==> src/rtl/mem_port_arbiter_pkg.sv <==
// ============================================================================
// Module      : mem_port_arbiter_pkg
// Description : Shared types and constants for the IF/MEM memory port arbiter.
// Revision    : 1.0 - initial release
// ============================================================================
`default_nettype none

package mem_port_arbiter_pkg;

    typedef enum logic [1:0] {
        ST_IDLE     = 2'd0,
        ST_BUSY_IF  = 2'd1,
        ST_BUSY_MEM = 2'd2
    } arb_state_e;

    localparam logic [1:0] BE_WORD = 2'b11;
    localparam logic [1:0] BE_LO   = 2'b01;
    localparam logic [1:0] BE_HI   = 2'b10;

    // Byte-lane steering is built for exactly two 8-bit lanes.
    localparam int LANE_DATA_W = 16;

    function automatic bit data_w_ok(input int w);
        return w == LANE_DATA_W;
    endfunction

endpackage

`default_nettype wire

==> src/rtl/byte_lane_steer.sv <==
// ============================================================================
// Module      : byte_lane_steer
// Description : Byte-enable and write-data replication for MEM-stage stores.
// Revision    : 1.0 - initial release
// ============================================================================
`default_nettype none

module byte_lane_steer
    import mem_port_arbiter_pkg::*;
(
    input  logic                   mem_byte,
    input  logic                   addr_lsb,
    input  logic [LANE_DATA_W-1:0] wdata,
    output logic [1:0]             be,
    output logic [LANE_DATA_W-1:0] steer_wdata
);

    always_comb begin
        be          = BE_WORD;
        steer_wdata = wdata;
        if (mem_byte) begin
            // Replicate the low byte so either lane carries it.
            be          = addr_lsb ? BE_HI : BE_LO;
            steer_wdata = {wdata[7:0], wdata[7:0]};
        end
    end

endmodule

`default_nettype wire

==> src/rtl/mem_port_arbiter.sv <==
// ============================================================================
// Module      : mem_port_arbiter
// Description : Shares a single-port memory between IF fetch and MEM load/store.
// Revision    : 1.0 - initial release
// ============================================================================
`default_nettype none

module mem_port_arbiter #(
    parameter int ADDR_W       = 16,
    parameter int DATA_W       = 16,
    parameter int STARVE_LIMIT = 4
) (
    input  logic              clk,
    input  logic              rst,
    input  logic              if_req,
    input  logic [ADDR_W-1:0] if_addr,
    input  logic              if_flush,
    output logic [DATA_W-1:0] if_rdata,
    output logic              if_done,
    output logic              if_stall,
    input  logic              mem_req,
    input  logic              mem_we,
    input  logic              mem_byte,
    input  logic [ADDR_W-1:0] mem_addr,
    input  logic [DATA_W-1:0] mem_wdata,
    output logic [DATA_W-1:0] mem_rdata,
    output logic              mem_done,
    output logic              mem_stall,
    output logic              m_req,
    output logic              m_we,
    output logic [ADDR_W-1:0] m_addr,
    output logic [DATA_W-1:0] m_wdata,
    output logic [1:0]        m_be,
    input  logic              m_ack,
    input  logic [DATA_W-1:0] m_rdata
);

    import mem_port_arbiter_pkg::*;

    localparam int STREAK_W = (STARVE_LIMIT < 1) ? 1 : $clog2(STARVE_LIMIT + 1);
    localparam logic [STREAK_W-1:0] STREAK_MAX = STREAK_W'(STARVE_LIMIT);

    if (!data_w_ok(DATA_W)) begin : g_data_w_check
        $error("mem_port_arbiter: DATA_W must be 16");
    end

    arb_state_e          state_q, state_d;
    logic [STREAK_W-1:0] streak_q, streak_d;
    logic                drop_q, drop_d;
    logic                if_done_q, if_done_d;
    logic                mem_done_q, mem_done_d;
    logic [DATA_W-1:0]   if_rdata_q, if_rdata_d;
    logic [DATA_W-1:0]   mem_rdata_q, mem_rdata_d;
    logic                m_we_q, m_we_d;
    logic [ADDR_W-1:0]   m_addr_q, m_addr_d;
    logic [DATA_W-1:0]   m_wdata_q, m_wdata_d;
    logic [1:0]          m_be_q, m_be_d;

    logic                if_pending;
    logic                mem_pending;
    logic                grant_mem;
    logic                grant_if;
    logic [1:0]          steer_be;
    logic [DATA_W-1:0]   steer_wdata;

    byte_lane_steer u_steer (
        .mem_byte    (mem_byte),
        .addr_lsb    (mem_addr[0]),
        .wdata       (mem_wdata),
        .be          (steer_be),
        .steer_wdata (steer_wdata)
    );

    // A requester whose done pulses this cycle is finished, not waiting.
    assign if_pending  = if_req  & ~if_done_q;
    assign mem_pending = mem_req & ~mem_done_q;

    assign grant_mem = (state_q == ST_IDLE) && mem_pending &&
                       ((streak_q < STREAK_MAX) || !if_pending);
    assign grant_if  = (state_q == ST_IDLE) && !grant_mem && if_pending && !if_flush;

    always_comb begin
        state_d     = state_q;
        streak_d    = streak_q;
        drop_d      = drop_q;
        if_done_d   = 1'b0;
        mem_done_d  = 1'b0;
        if_rdata_d  = if_rdata_q;
        mem_rdata_d = mem_rdata_q;
        m_we_d      = m_we_q;
        m_addr_d    = m_addr_q;
        m_wdata_d   = m_wdata_q;
        m_be_d      = m_be_q;

        case (state_q)
            ST_IDLE: begin
                if (grant_mem) begin
                    state_d   = ST_BUSY_MEM;
                    m_we_d    = mem_we;
                    m_addr_d  = mem_addr;
                    m_wdata_d = steer_wdata;
                    m_be_d    = mem_we ? steer_be : BE_WORD;
                end else if (grant_if) begin
                    state_d   = ST_BUSY_IF;
                    m_we_d    = 1'b0;
                    m_addr_d  = if_addr;
                    m_wdata_d = '0;
                    m_be_d    = BE_WORD;
                end
            end
            ST_BUSY_IF: begin
                if (if_flush) begin
                    drop_d = 1'b1;
                end
                if (m_ack) begin
                    state_d = ST_IDLE;
                    drop_d  = 1'b0;
                    // A flush seen at any point in the access discards its data.
                    if (!drop_q && !if_flush) begin
                        if_done_d  = 1'b1;
                        if_rdata_d = m_rdata;
                    end
                end
            end
            ST_BUSY_MEM: begin
                if (m_ack) begin
                    state_d    = ST_IDLE;
                    mem_done_d = 1'b1;
                    if (!m_we_q) begin
                        mem_rdata_d = m_rdata;
                    end
                end
            end
            default: begin
                state_d = ST_IDLE;
            end
        endcase

        if (!if_req || grant_if) begin
            streak_d = '0;
        end else if (grant_mem && if_pending && (streak_q < STREAK_MAX)) begin
            streak_d = streak_q + 1'b1;
        end
    end

    always_ff @(posedge clk or negedge rst) begin
        if (!rst) begin
            state_q     <= ST_IDLE;
            streak_q    <= '0;
            drop_q      <= 1'b0;
            if_done_q   <= 1'b0;
            mem_done_q  <= 1'b0;
            if_rdata_q  <= '0;
            mem_rdata_q <= '0;
            m_we_q      <= 1'b0;
            m_addr_q    <= '0;
            m_wdata_q   <= '0;
            m_be_q      <= '0;
        end else begin
            state_q     <= state_d;
            streak_q    <= streak_d;
            drop_q      <= drop_d;
            if_done_q   <= if_done_d;
            mem_done_q  <= mem_done_d;
            if_rdata_q  <= if_rdata_d;
            mem_rdata_q <= mem_rdata_d;
            m_we_q      <= m_we_d;
            m_addr_q    <= m_addr_d;
            m_wdata_q   <= m_wdata_d;
            m_be_q      <= m_be_d;
        end
    end

    assign m_req     = (state_q != ST_IDLE);
    assign m_we      = m_we_q;
    assign m_addr    = m_addr_q;
    assign m_wdata   = m_wdata_q;
    assign m_be      = m_be_q;
    assign if_done   = if_done_q;
    assign if_rdata  = if_rdata_q;
    assign mem_done  = mem_done_q;
    assign mem_rdata = mem_rdata_q;
    // Stalls depend only on requests and registered dones, never on m_ack.
    assign if_stall  = if_req  & ~if_done_q;
    assign mem_stall = mem_req & ~mem_done_q;

endmodule

`default_nettype wire

==> config.mk <==
export PLATFORM = sky130hd
export DESIGN_NAME = mem_port_arbiter
export DESIGN_NICKNAME = d
export VERILOG_FILES = /design/src/rtl/mem_port_arbiter_pkg.sv /design/src/rtl/byte_lane_steer.sv /design/src/rtl/mem_port_arbiter.sv
export SDC_FILE = /design/constraint.sdc
export NUM_CORES = 1
export LEC_CHECK = 0
export CAP_MARGIN = 20
export CORE_MARGIN = 2
export CORE_UTILIZATION = 46
export DETAILED_ROUTE_END_ITERATION = 16
export PLACE_DENSITY = 0.84
export SETUP_SLACK_MARGIN = 0.3
export SLEW_MARGIN = 0
export SYNTH_ARGS = -nofsm -noshare
export SYNTH_HDL_FRONTEND = slang
export SYNTH_SLANG_ARGS = --single-unit
==> constraint.sdc <==
create_clock -name clk -period 2.95 [get_ports clk]
set_input_delay 0.295 -clock clk [delete_from_list [all_inputs] [get_ports clk]]
set_output_delay 0.295 -clock clk [all_outputs]
set_load 0.05 [all_outputs]
==> impl_results.md, run 1 <==
* Status: finished clean
* Switching share of power at 0.463
* Crit path kind: input port to output port
* Largest net degree at the start of global routing at 76
* Most frequent cell after synthesis: dfrtp_1
* Die H at 90.6 µm
* Wire length per cell at about 17 µm
* Initial DRC count at 45
* Synth unique cells at 36
* Mapped Nets at between 300 and 400
* Clk slew on worst S/H paths at 80 ps
* Worst-Margin Slew at 939 ps
* Hold Buf Count CTS at 0
* Grt met2 use at 0.349
* Congestion Overflow GR at 0
* First-pass GRT wire length at ~14 mm
* # clock sinks at 75
* Worst path arrival time at 2120 ps
* Synth Cell Area at roughly 0.0034 mm²
* Initial antenna violation count at 0
* Starting density of the core at 0.475
* CTS tree: done
* Port buffer count at 143
* Final Total Pwr at approximately 6.4 mW
* Power share of the combinational group at 0.601
* Global-route usage over all layers at 0.217
* Remaining routing DRC violations at 0
* Seq pwr share at 0.271
* FF+latch count, synth at 75
* Clk_lat worst skew at 340 ps
* Post-CTS Repair Setup Buffers at 0
* Average size of a mapped cell at between 10 and 15 µm²
* F_max at between 400 and 500 MHz
* Clock buffer depth at 2
* Via density at 5.01
* Post-placement cell area at 0.00496 mm²
* Met3 Usage GRT at 0.0568
* Nets at ~470
* Hpwl dp at ~6.0 mm
* ANT cells at 0
* Final setup fails at 0
* Clk pwr share at 0.128
* Final Max Slew Viols at 0
* Number of global-route vias before repair at 2689
* Layout Skew at between 10 and 15 ps
* Fin. Hold Viols at 0
* Core area at 0.00725 mm²
* Max-cap violations at 0
* Worst hold path type: input port to asynchronous set/reset pin
* Tmin final at 2410 ps
* Share of the synthesized area in the top cell type at 0.545
* Final WL at 8.28 mm
* GPL Wtd Cong at 0.888
* Sequential fraction of the synthesis area at 0.545
* Fraction of layout cells with a size suffix above 1 at 0.224
* Synth-to-layout area growth at 50.1%
* Ranking of synthesized cells by area: dfrtp_1, mux2_2, mux2_4
* CP required at 2650 ps
* CTS buffer count at 9
* Worst Setup End Kind: output port
* Share of async-settable or async-resettable flops after synthesis at 1.00
* Int Pwr at roughly 3.4 mW
* Row cnt at 31
* Drt pass-1 iters at 4
* Util after Layout at 0.713
* Vias at 2505
* YS warnings at 0
* Die X at 90.6 µm
* I/O pin cnt at 144
* Post-synth top flop: dfrtp_1
* Commonest cells in the netlist: dfrtp_1, mux2_2, mux2i_1
* # resized after CTS at 0
* Post-synth top area cell: dfrtp_1
* Period utilization at 0.817
* Net Sw Power at 2.97 mW
* Final non-filler cell area at 0.00517 mm²
* RSZ-0062 raised after global routing: false
* Lkg Pwr at 2.42 nW
* CP Max Fanout at 8
* Filler cell count at 500
* Max rail drop VDD at 0.643 mV
* EDFF count, synth at 0
* GRT busiest layer: met2
* Gate Count Post-Synth at 249
* Startpoint type of the worst setup path: input port
* CTS HTree Levels at 3
* ANT nets after route at 0
* Die ar. at 0.00820 mm²
* PwrDens at 1240 mW/mm²
* Setup TNS at 0 ps
* Slew HR at 0.374
* Root buf cell: clkbuf_8
* Met1 Usage GRT at 0.281
-- state kept, by name, summed over array words and instances, names as in the netlist --
name and cells:
drop_q 1, if_done 1, if_rdata 16, m_addr 16
m_be 2, m_wdata 16, m_we 1, mem_done 1
mem_rdata 16, state_q 2, streak_q 3
-- worst paths after layout --
path / startpoint / end / slack, ps / depth (start not counted)
setup / recovery: if_req / if_stall / 540 / 4
hold / removal: rst / m_addr[14]$_DFFE_PN0P_ / 90 / 1
setup reg to reg: state_q[0]$_DFFE_PN0P_ / m_addr[12]$_DFFE_PN0P_ / 880 / 6
hold reg to reg: if_rdata[5]$_DFFE_PN0P_ / if_rdata[5]$_DFFE_PN0P_ / 510 / 1
max in group asynchronous: rst / m_wdata[11]$_DFFE_PN0P_ / 2250 / 1
min in group clk: if_rdata[5]$_DFFE_PN0P_ / if_rdata[5]$_DFFE_PN0P_ / 510 / 1
-- routing by layer --
metal / share of wire / vias to the layer above / wire, µm
met5: 0 / - / 0
met4: 0.015 / 0 / 124
met3: 0.068 / 10 / 565
met2: 0.49 / 98 / 4080
met1: 0.42 / 1233 / 3500
li1: - / 1164 / -
-- final cells by class --
type	count	area [µm²]	share of cell area
Clock buffer	10	138	0.0266
Clock inverter	6	72.6	0.0140
Inverter	14	52.6	0.0102
Multi-Input combinational cell	148	1430	0.276
Sequential cell	75	1880	0.363
Tap cell	99	124	0.0240
Timing Repair Buffer	148	1480	0.286
-- stage by stage --
step                      hold slack, ps  setup slack, ps  cells
after detailed placement             492              568    484
final                               86.9              539    500
after global routing                 178              459    500
after global placement               486              590    484
after floorplan                   -0.591             1140    249
after CTS                            127              560    500
-- critical path, stage by stage --
cell and delay [ps]:
clkdlybuf4s50_1 610, or2b_1 300, inv_1 100, clkdlybuf4s50_1 810
-- kinds of logic after synthesis --
group / after synthesis / share of synthesized area
adders and majority gates: 4 / 0.0145
buffers and inverters: 26 / 0.0428
DFF: 75 / 0.545
AOI/OAI and AO/OA: 12 / 0.0225
and+or+nand+nor: 41 / 0.0639
muxes: 91 / 0.312
-- placed cells by master, fill, tap and decap left out, types with 4 or more instances in the layout --
cell type	synthesis	layout
buf_4	1	5
mux2_4	22	22
clkdlybuf4s50_1	0	142
mux2_2	42	42
nand2_1	21	20
mux2i_1	27	27
a21oi_1	4	4
clkbuf_8	0	10
ha_1	4	4
dfrtp_1	75	75
nor2_1	4	4
inv_1	14	14
-- power groups by stage --
| stage | registers, mW | logic [mW] | clock network, mW |
|---|---|---|---|
| floorplan | 3.28 | 1.10 | 0 |
| global placement | 1.72 | 3.82 | 0 |
| detailed placement | 1.76 | 3.89 | 0 |
| CTS | 1.74 | 3.90 | 0.843 |
| global route | 1.80 | 4.04 | 0.886 |
| finish | 1.74 | 3.86 | 0.820 |
No activity file was read; power rests on OpenSTA's default activity.
==> inputs of run 2 (changes only) <==
--- a/config.mk
+++ b/config.mk
@@ -7,9 +7,9 @@
 export LEC_CHECK = 0
 export CAP_MARGIN = 20
 export CORE_MARGIN = 2
-export CORE_UTILIZATION = 46
+export CORE_UTILIZATION = 43
 export DETAILED_ROUTE_END_ITERATION = 16
-export PLACE_DENSITY = 0.84
+export PLACE_DENSITY = 0.8
 export SETUP_SLACK_MARGIN = 0.3
 export SLEW_MARGIN = 0
 export SYNTH_ARGS = -nofsm -noshare
==> constraint.sdc (replaced) <==
create_clock -name clk -period 2.46 [get_ports clk]
set_input_delay 0.246 -clock clk [delete_from_list [all_inputs] [get_ports clk]]
set_output_delay 0.246 -clock clk [all_outputs]
set_load 0.05 [all_outputs]
==> impl_results.md, run 2 (same netlist as run 1, synthesis figures left out) <==
* Status: finished clean
* GPL Wtd Cong at between 0.7 and 0.8
* Hold Buf Count CTS at 0
* CTS HTree Levels at 3
* Post-CTS Repair Setup Buffers at 0
* Slew HR at 0.365
* Startpoint type of the worst setup path: input port
* Setup TNS at 0 ps
* ANT nets after route at 0
* CP required at 2210 ps
* Root buf cell: clkbuf_8
* RSZ-0062 raised after global routing: false
* Via density at 4.93
* Clk_lat worst skew at 340 ps
* Util after Layout at 0.670
* Final Max Slew Viols at 0
* Global-route usage over all layers at 0.184
* First-pass GRT wire length at roughly 13 mm
* R2R depth at 7
* Fraction of layout cells with a size suffix above 1 at 0.231
* Vias at 2490
* Post-placement cell area at 0.00498 mm²
* CTS buffer count at 9
* Nets at 474
* Final Total Pwr at 7.66 mW
* Dpl ws at roughly 400 ps
* Number of global-route vias before repair at 2624
* Worst-Margin Slew at 952 ps
* Synth-to-layout area growth at 50.3%
* I/O pin cnt at 144
* Die X at ~94 µm
* Initial DRC count at 66
* Final WS setup at 394 ps
* Layout Skew at 10.7 ps
* Congestion Overflow GR at 0
* # clock sinks at 75
* Clk slew on worst S/H paths at approximately 80 ps
* Multi-input logic area at about 0.0014 mm²
* Filler cell count at around 600
* Clk pwr share at 0.125
* Core area at about 0.0077 mm²
* Max-cap violations at 0
* Largest net degree at the start of global routing at 76
* Most common cell after layout, fill and taps aside: clkdlybuf4s50_1
* ANT cells at 0
* Switching share of power at 0.460
* FF+latch area at 0.00188 mm²
* Remaining routing DRC violations at 0
* Starting density of the core at 0.446
* Lkg Pwr at about 2.4 nW
* # resized after CTS at 1
* Final WL at 7.86 mm
* Int Pwr at ~4.1 mW
* Crit path kind: input port to output port
* Worst hold path type: input port to asynchronous set/reset pin
* Wire length per cell at about 16 µm
* CP Max Fanout at 3
* Row cnt at 32
* Period utilization at 0.840
* Initial antenna violation count at 0
* Die H at roughly 94 µm
* Final non-filler cell area at 0.00518 mm²
* Clock buffer depth at 2
* Commonest non-fill, non-tap cells in the layout: clkdlybuf4s50_1, dfrtp_1, mux2_2
* Worst path arrival time at approximately 1800 ps
* Power share of the combinational group at 0.601
* F_max at 484 MHz
* Port buffer count at 143
* Seq pwr share at 0.274
* Drt pass-1 iters at 4
* Max rail drop VDD at around 0.87 mV
* Hpwl dp at approximately 5.7 mm
* PwrDens at about 1500 mW/mm²
* Tmin final at 2070 ps
* Worst Setup End Kind: output port
* CTS tree: done
* Net Sw Power at 3.53 mW
* Die ar. at 0.00875 mm²
* Fin. Hold Viols at 0
* Final setup fails at 0
## run 2: per-layer routing
layer / vias up / share of wire / track usage
li1: 1165 / - / -
met1: 1233 / 0.43 / 0.230
met2: 84 / 0.50 / 0.312
met3: 8 / 0.057 / 0.0483
met4: 0 / 0.011 / 0.0551
met5: - / 0 / 0
## run 2: layout make-up
type / instances / area share
Clock buffer: 10 / 0.0266
Clock inverter: 6 / 0.0126
Inverter: 14 / 0.0101
Multi-Input combinational cell: 148 / 0.276
Sequential cell: 75 / 0.362
Tap cell: 102 / 0.0246
Timing Repair Buffer: 150 / 0.288
## run 2: per-stage QoR
stage | hold WS [ps] | instances
floorplan | -49.6 | 249
global placement | 445 | 489
detailed placement | 454 | 489
CTS | 70.0 | 505
global route | 99.2 | 505
finish | 26.1 | 505
## run 2: power groups by stage
stage          Clock, mW  Sequential, mW  Combinational, mW
2_1_floorplan          0            3.94               1.32
3_3_place_gp           0            2.10               4.57
3_5_place_dp           0            2.11               4.65
4_1_cts            0.989            2.10               4.65
5_1_grt             1.05            2.16               4.81
6_report           0.955            2.10               4.61
## run 2: critical path, cell delays in order
cell,delay (ps)
clkdlybuf4s50_1,510
nor2b_1,220
clkdlybuf4s50_1,840
## run 2: final timing paths
check | start | endpoint | slack [ps]
setup / recovery | mem_req | mem_stall | 390
max in group asynchronous | rst | if_rdata[13]$_DFFE_PN0P_ | 1790
min in group clk | mem_we | m_we$_DFFE_PN0P_ | 480
hold reg to reg | if_rdata[8]$_DFFE_PN0P_ | if_rdata[8]$_DFFE_PN0P_ | 510
setup reg to reg | state_q[0]$_DFFE_PN0P_ | m_addr[1]$_DFFE_PN0P_ | 570
hold / removal | rst | mem_rdata[3]$_DFFE_PN0P_ | 30
